`src/rtl/demoman_pkg.sv`:
```
// Shared encodings for the match sequencer: game states, winner codes and
// the default health width.
package demoman_pkg;

    localparam int DEFAULT_HEALTH_W = 3;

    typedef enum logic [2:0] {
        GS_IDLE       = 3'd0,
        GS_COUNTDOWN  = 3'd1,
        GS_FIGHT      = 3'd2,
        GS_KO         = 3'd3,
        GS_MATCH_OVER = 3'd4
    } game_state_e;

    typedef enum logic [1:0] {
        WIN_NONE = 2'd0,
        WIN_P1   = 2'd1,
        WIN_P2   = 2'd2
    } winner_e;

endpackage

```
`src/rtl/match_controller_sec_timer.sv`:
```
// Frame counter plus seconds down-counter. 'expired' flags the frame on
// which the last remaining second runs out.
module sec_timer #(
    parameter int FRAMES_PER_SEC = 60,
    parameter int SEC_W          = 7
) (
    input  logic             clk,
    input  logic             rst,
    input  logic             load,
    input  logic [SEC_W-1:0] load_value,
    input  logic             enable,
    output logic [SEC_W-1:0] seconds,
    output logic             expired
);

    localparam int FRAME_W = (FRAMES_PER_SEC > 1) ? $clog2(FRAMES_PER_SEC) : 1;
    localparam logic [FRAME_W-1:0] FRAME_LAST = FRAME_W'(FRAMES_PER_SEC - 1);

    logic [FRAME_W-1:0] frame;
    logic               wrap;

    assign wrap    = enable && (frame == FRAME_LAST) && (seconds != '0);
    assign expired = wrap && (seconds == SEC_W'(1));

    // Load wins over counting so a re-arm never loses its first frame.
    always_ff @(posedge clk) begin
        if (rst) begin
            frame   <= '0;
            seconds <= '0;
        end else if (load) begin
            frame   <= '0;
            seconds <= load_value;
        end else if (enable && (seconds != '0)) begin
            if (wrap) begin
                frame   <= '0;
                seconds <= seconds - SEC_W'(1);
            end else begin
                frame   <= frame + FRAME_W'(1);
            end
        end
    end

endmodule

```
`src/rtl/match_controller.sv`:
```
// Round/match sequencer: countdown, fight, KO hold and match end.
// Define MATCH_ROUND_TIMER_EN to enable the round time limit.
module match_controller
    import demoman_pkg::*;
#(
    parameter int FRAMES_PER_SEC    = 60,
    parameter int COUNTDOWN_SECONDS = 3,
    parameter int ROUND_SECONDS     = 99,
    parameter int KO_FRAMES         = 120,
    parameter int ROUNDS_TO_WIN     = 2,
    parameter int HEALTH_W          = DEFAULT_HEALTH_W
) (
    input  logic                clk,
    input  logic                rst,
    input  logic                start,
    input  logic [HEALTH_W-1:0] player1_health,
    input  logic [HEALTH_W-1:0] player2_health,
    output logic [2:0]          game_state,
    output logic                freeze,
    output logic                round_reset,
    output logic [3:0]          countdown_digit,
    output logic [6:0]          round_timer,
    output logic [1:0]          p1_wins,
    output logic [1:0]          p2_wins,
    output logic [1:0]          winner
);

    localparam int KO_W = $clog2(KO_FRAMES + 1);
    localparam logic [KO_W-1:0] KO_LAST     = KO_W'(KO_FRAMES - 1);
    localparam logic [1:0]      WINS_TARGET = 2'(ROUNDS_TO_WIN);

    game_state_e     state_q, state_d;
    winner_e         winner_q, winner_d;
    logic            start_q, start_edge;
    logic            round_reset_d;
    logic            clear_wins, p1_inc, p2_inc, set_winner;
    logic            p1_ko, p2_ko, ko_any;
    logic            cd_expired, rt_expired;
    logic [KO_W-1:0] ko_cnt;

    assign start_edge = start & ~start_q;
    assign p1_ko      = (player1_health == '0);
    assign p2_ko      = (player2_health == '0);
    assign game_state = state_q;
    assign winner     = winner_q;

    // Every entry into COUNTDOWN coincides with a round_reset pulse.
    sec_timer #(.FRAMES_PER_SEC(FRAMES_PER_SEC), .SEC_W(4)) u_countdown (
        .clk        (clk),
        .rst        (rst),
        .load       (round_reset_d),
        .load_value (4'(COUNTDOWN_SECONDS)),
        .enable     (state_q == GS_COUNTDOWN),
        .seconds    (countdown_digit),
        .expired    (cd_expired)
    );

`ifdef MATCH_ROUND_TIMER_EN
    logic rt_load, rt_enable;
    assign rt_load   = (state_q == GS_COUNTDOWN) && cd_expired;
    // Freeze the display on a KO frame so it shows the time left at the KO.
    assign rt_enable = (state_q == GS_FIGHT) && !ko_any;

    sec_timer #(.FRAMES_PER_SEC(FRAMES_PER_SEC), .SEC_W(7)) u_round_timer (
        .clk        (clk),
        .rst        (rst),
        .load       (rt_load),
        .load_value (7'(ROUND_SECONDS)),
        .enable     (rt_enable),
        .seconds    (round_timer),
        .expired    (rt_expired)
    );
`else
    assign rt_expired  = 1'b0;
    assign round_timer = '0;
`endif

    always_comb begin
        state_d       = state_q;
        round_reset_d = 1'b0;
        clear_wins    = 1'b0;
        p1_inc        = 1'b0;
        p2_inc        = 1'b0;
        set_winner    = 1'b0;
        winner_d      = WIN_NONE;
        ko_any        = 1'b0;
        case (state_q)
            GS_IDLE, GS_MATCH_OVER: begin
                if (start_edge) begin
                    state_d       = GS_COUNTDOWN;
                    round_reset_d = 1'b1;
                    clear_wins    = 1'b1;
                end
            end
            GS_COUNTDOWN: begin
                if (cd_expired) state_d = GS_FIGHT;
            end
            GS_FIGHT: begin
                ko_any = p1_ko | p2_ko;
                if (p1_ko && p2_ko) begin
                    state_d = GS_KO;
                end else if (p2_ko) begin
                    state_d = GS_KO;
                    p1_inc  = 1'b1;
                end else if (p1_ko) begin
                    state_d = GS_KO;
                    p2_inc  = 1'b1;
                end else if (rt_expired) begin
                    state_d = GS_KO;
                    p1_inc  = (player1_health > player2_health);
                    p2_inc  = (player2_health > player1_health);
                end
            end
            GS_KO: begin
                if (ko_cnt == KO_LAST) begin
                    if (p1_wins == WINS_TARGET) begin
                        state_d    = GS_MATCH_OVER;
                        set_winner = 1'b1;
                        winner_d   = WIN_P1;
                    end else if (p2_wins == WINS_TARGET) begin
                        state_d    = GS_MATCH_OVER;
                        set_winner = 1'b1;
                        winner_d   = WIN_P2;
                    end else begin
                        state_d       = GS_COUNTDOWN;
                        round_reset_d = 1'b1;
                    end
                end
            end
            default: state_d = GS_IDLE;
        endcase
    end

    always_ff @(posedge clk) begin
        if (rst) begin
            state_q     <= GS_IDLE;
            freeze      <= 1'b1;
            round_reset <= 1'b0;
            start_q     <= 1'b0;
            ko_cnt      <= '0;
            p1_wins     <= '0;
            p2_wins     <= '0;
            winner_q    <= WIN_NONE;
        end else begin
            state_q     <= state_d;
            freeze      <= (state_d != GS_FIGHT);
            round_reset <= round_reset_d;
            start_q     <= start;
            ko_cnt      <= (state_q == GS_KO) ? ko_cnt + KO_W'(1) : '0;
            if (clear_wins) begin
                p1_wins <= '0;
                p2_wins <= '0;
            end else begin
                if (p1_inc && (p1_wins != 2'd3)) p1_wins <= p1_wins + 2'd1;
                if (p2_inc && (p2_wins != 2'd3)) p2_wins <= p2_wins + 2'd1;
            end
            if (clear_wins)      winner_q <= WIN_NONE;
            else if (set_winner) winner_q <= winner_d;
        end
    end

endmodule

```
`config.mk`:
```
export PLATFORM = sky130hd
export DESIGN_NAME = match_controller
export DESIGN_NICKNAME = d
export VERILOG_FILES = /design/src/rtl/demoman_pkg.sv /design/src/rtl/match_controller_sec_timer.sv /design/src/rtl/match_controller.sv
export SDC_FILE = /design/constraint.sdc
export NUM_CORES = 1
export LEC_CHECK = 0
export ABC_AREA = 1
export CORE_MARGIN = 2
export CORE_UTILIZATION = 53
export CTS_CLUSTER_DIAMETER = 150
export DETAILED_ROUTE_END_ITERATION = 8
export PLACE_DENSITY = 0.88
export SYNTH_ARGS = -nofsm -noshare
export SYNTH_HDL_FRONTEND = slang
export SYNTH_HIERARCHICAL = 1
export SYNTH_SLANG_ARGS = --single-unit
export TNS_END_PERCENT = 10
```
`constraint.sdc`:
```
create_clock -name clk -period 4.55 [get_ports clk]
set_input_delay 1.365 -clock clk [delete_from_list [all_inputs] [get_ports clk]]
set_output_delay 1.365 -clock clk [all_outputs]
set_load 0.03 [all_outputs]
```
==> impl_metrics.csv <==
group,metric,value,unit
clock_tree,clock_path_buffers,2,
cells_and_area,nets,292,
global_route,grt_first_pass_wirelength,5223,um
synthesis,synthTopCellsByCount,"nand2_1, nor2_1, inv_1",
sta,hold_viol_final,0,
cells_and_area,diodes,0,
global_route,grt_max_degree,10,
drt,drc_errors,0,
sta,rsz0062_at_grt,"no",
die,initial_utilization,0.5525,
drt,via_per_inst,4.633,
global_route,grt-ovfl-total,0,
sta,period_share,0.6364,
clock_tree,cts_resized,0,
drt,drtIter0Drc,57,
drt,vias,1478,
die,die_h,60.18,um
min_path,hold-path-cell-count,1,
drt,routed_wl,3022,um
clock_tree,cts.sinks,29,
die,die_area,0.003622,sq mm
clock_tree,clk_pin_slew_worst_paths,0.08,ns
run,drv_cap,0,
synthesis,yosysTopAreaCell,"dfxtp_1",
cells_and_area,fillers,262,
synthesis,yosys.area.top_type_share,0.3470,
setup_path,r2r_cells,11,
run_status,status,"complete, no violations",
setup_path,crit_required,3.18,ns
global_route,grt_antenna_before_repair,0,
sta,min_period,2.896,ns
cells_and_area,multi_input_area,927.1,sq um
setup_path,slowest_stage,"clkdlybuf4s50_1",
global_route,grt_pass1_vias,1286,
setup_path,cp.depth,1,
power,leakagePower,0.0008706,uW
global_route,grt_usage,0.1956,
synthesis,syn_area_per_cell,6.856,sq um
synthesis,synth_most_common_cell,"nand2_1",
setup_path,critPathTopFamily,"buffers and inverters",
setup_path,crit_path_start_kind,"register",
cells_and_area,seq_area,580.6,sq um
synthesis,yosysWarnings,6,
clock_tree,cts_setup_buffers,0,
cells_and_area,area_growth,18.77,%
synthesis,synth_area,0.001673,sq mm
cells_and_area,fin_util,0.6562,
synthesis,yosys_most_used_dff,"dfxtp_1",
setup_path,max_stage_delay,0.72,ns
die,die_x,60.18,um
synthesis,synth_seq_cells,29,
min_path,holdCritPathClass,"register to register",
setup_path,path_class,"register to primary output",
setup_path,cp_cell_sequence,"clkdlybuf4s50_1",
setup_path,worstPathMaxFanout,5,
synthesis,ys_top_cells_by_area,"dfxtp_1, nand2_1, nor2_1, inv_1, nand3_1",
synthesis,yosysSeqAreaShare,0.3470,
placed_design,gp_congestion,0.8249,
cells_and_area,drive_gt1_frac,0.1091,
setup_path,cp.arrival,1.53,ns
synthesis,synthCells,244,
clock_tree,cts_buffers,5,
setup_path,path_buf_inv,1,
power,peakVddDrop,0.0001820,V
drt,drtAntennaViolNets,0,
clock_tree,cts_root_buf,"clkbuf_4",
sta,fmax,0.3453,GHz
die,core-area,0.003028,sq mm
sta,setup_viol,0,
clock_tree,htree_levels,2,
die,ios,31,
drt,wl_per_cell,9.473,um
clock_tree,cts_tree,"yes",
drt,firstDrtPassIters,4,
placed_design,io_buffers,23,
synthesis,synth_edf_count,0,
synthesis,async_reset_ff_frac,0,
power,power_density,261.4,mW/mm^2
synthesis,synthDistinctLibCells,29,
setup_path,end_kind,"primary output",
placed_design,dp_hpwl,2389,um
clock_tree,insertion_delay,0.32,ns
sta,fin_worst_skew,0.005261,ns
die,rows,20,
sta,maxSlewViolCount,0,
sta,tns,0,ns
clock_tree,ctsHoldBuffers,0,
## state kept, by name, indices dropped and copies added, names as in the netlist
signal and count:
ko_cnt 7, u_countdown/frame 6, u_countdown/seconds 4, game_state 3, p1_wins 2, p2_wins 2, winner 2, freeze 1
round_reset 1, start_q 1
## final cells by class
| type | instances | share of cell area |
|---|---|---|
| multi-input combinational | 179 | 0.4666 |
| timing repair buffer | 23 | 0.1159 |
| clock buffer | 7 | 0.02771 |
| tap | 44 | 0.02771 |
| sequential | 29 | 0.2922 |
| inverter | 37 | 0.06990 |
## final timing paths
path	from	slack (ns)	to
min reg2reg	ko_cnt[0]	0.45	ko_cnt[0]
max	u_countdown/seconds[2]	1.65	countdown_digit[2]
min	ko_cnt[0]	0.45	ko_cnt[0]
max reg2reg	p2_wins[0]	2.66	u_countdown/seconds[3]
## power by group
part	switching [uW]	internal, uW
clock	82.7	72.8
combinational	60.5	35.3
sequential	8.33	260
## logic make-up (layout without fill, tap and decap cells)
group,after synthesis,in the layout,synth area share
AND/OR/NAND/NOR,140,140,0.3934
buffers and inverters,45,67,0.1189
flip-flops,29,29,0.3470
AO/OA/AOI/OAI,17,17,0.06059
adder cells (fa/ha/maj),8,8,0.05984
XOR/XNOR,3,3,0.01571
other,2,11,0.004489
## metal layers
metal | share of wire | GRT usage
met1 | 0.51 | 0.2609
met2 | 0.44 | 0.2950
met3 | 0.037 | 0.06494
met4 | 0.013 | 0.06667
met5 | 0 | 0
## stage by stage
stage	cells	worst slack (ns)	instance area [sq um]	hold slack (ns)	power [uW]
after floorplan	253	2.255	1707	0.4179	347.0
after detailed placement	312	1.609	1932	0.4370	369.3
after global routing	319	1.577	1987	0.4739	549.7
final	319	1.654	1987	0.4527	519.4
after global placement	312	1.683	1932	0.4317	367.6
after CTS	319	1.640	1987	0.4572	523.6
## cells in the final DEF (no fill, tap or decap), drive strengths merged, types with 3 or more instances in the layout
cell           count
nand2             66
nor2              44
inv               37
dfxtp             29
nand3             24
clkdlybuf4s50     23
conb              11
a21oi             10
ha                 8
clkbuf             7
o21ai              3
Note: power is estimated with default switching activity, not from simulation.
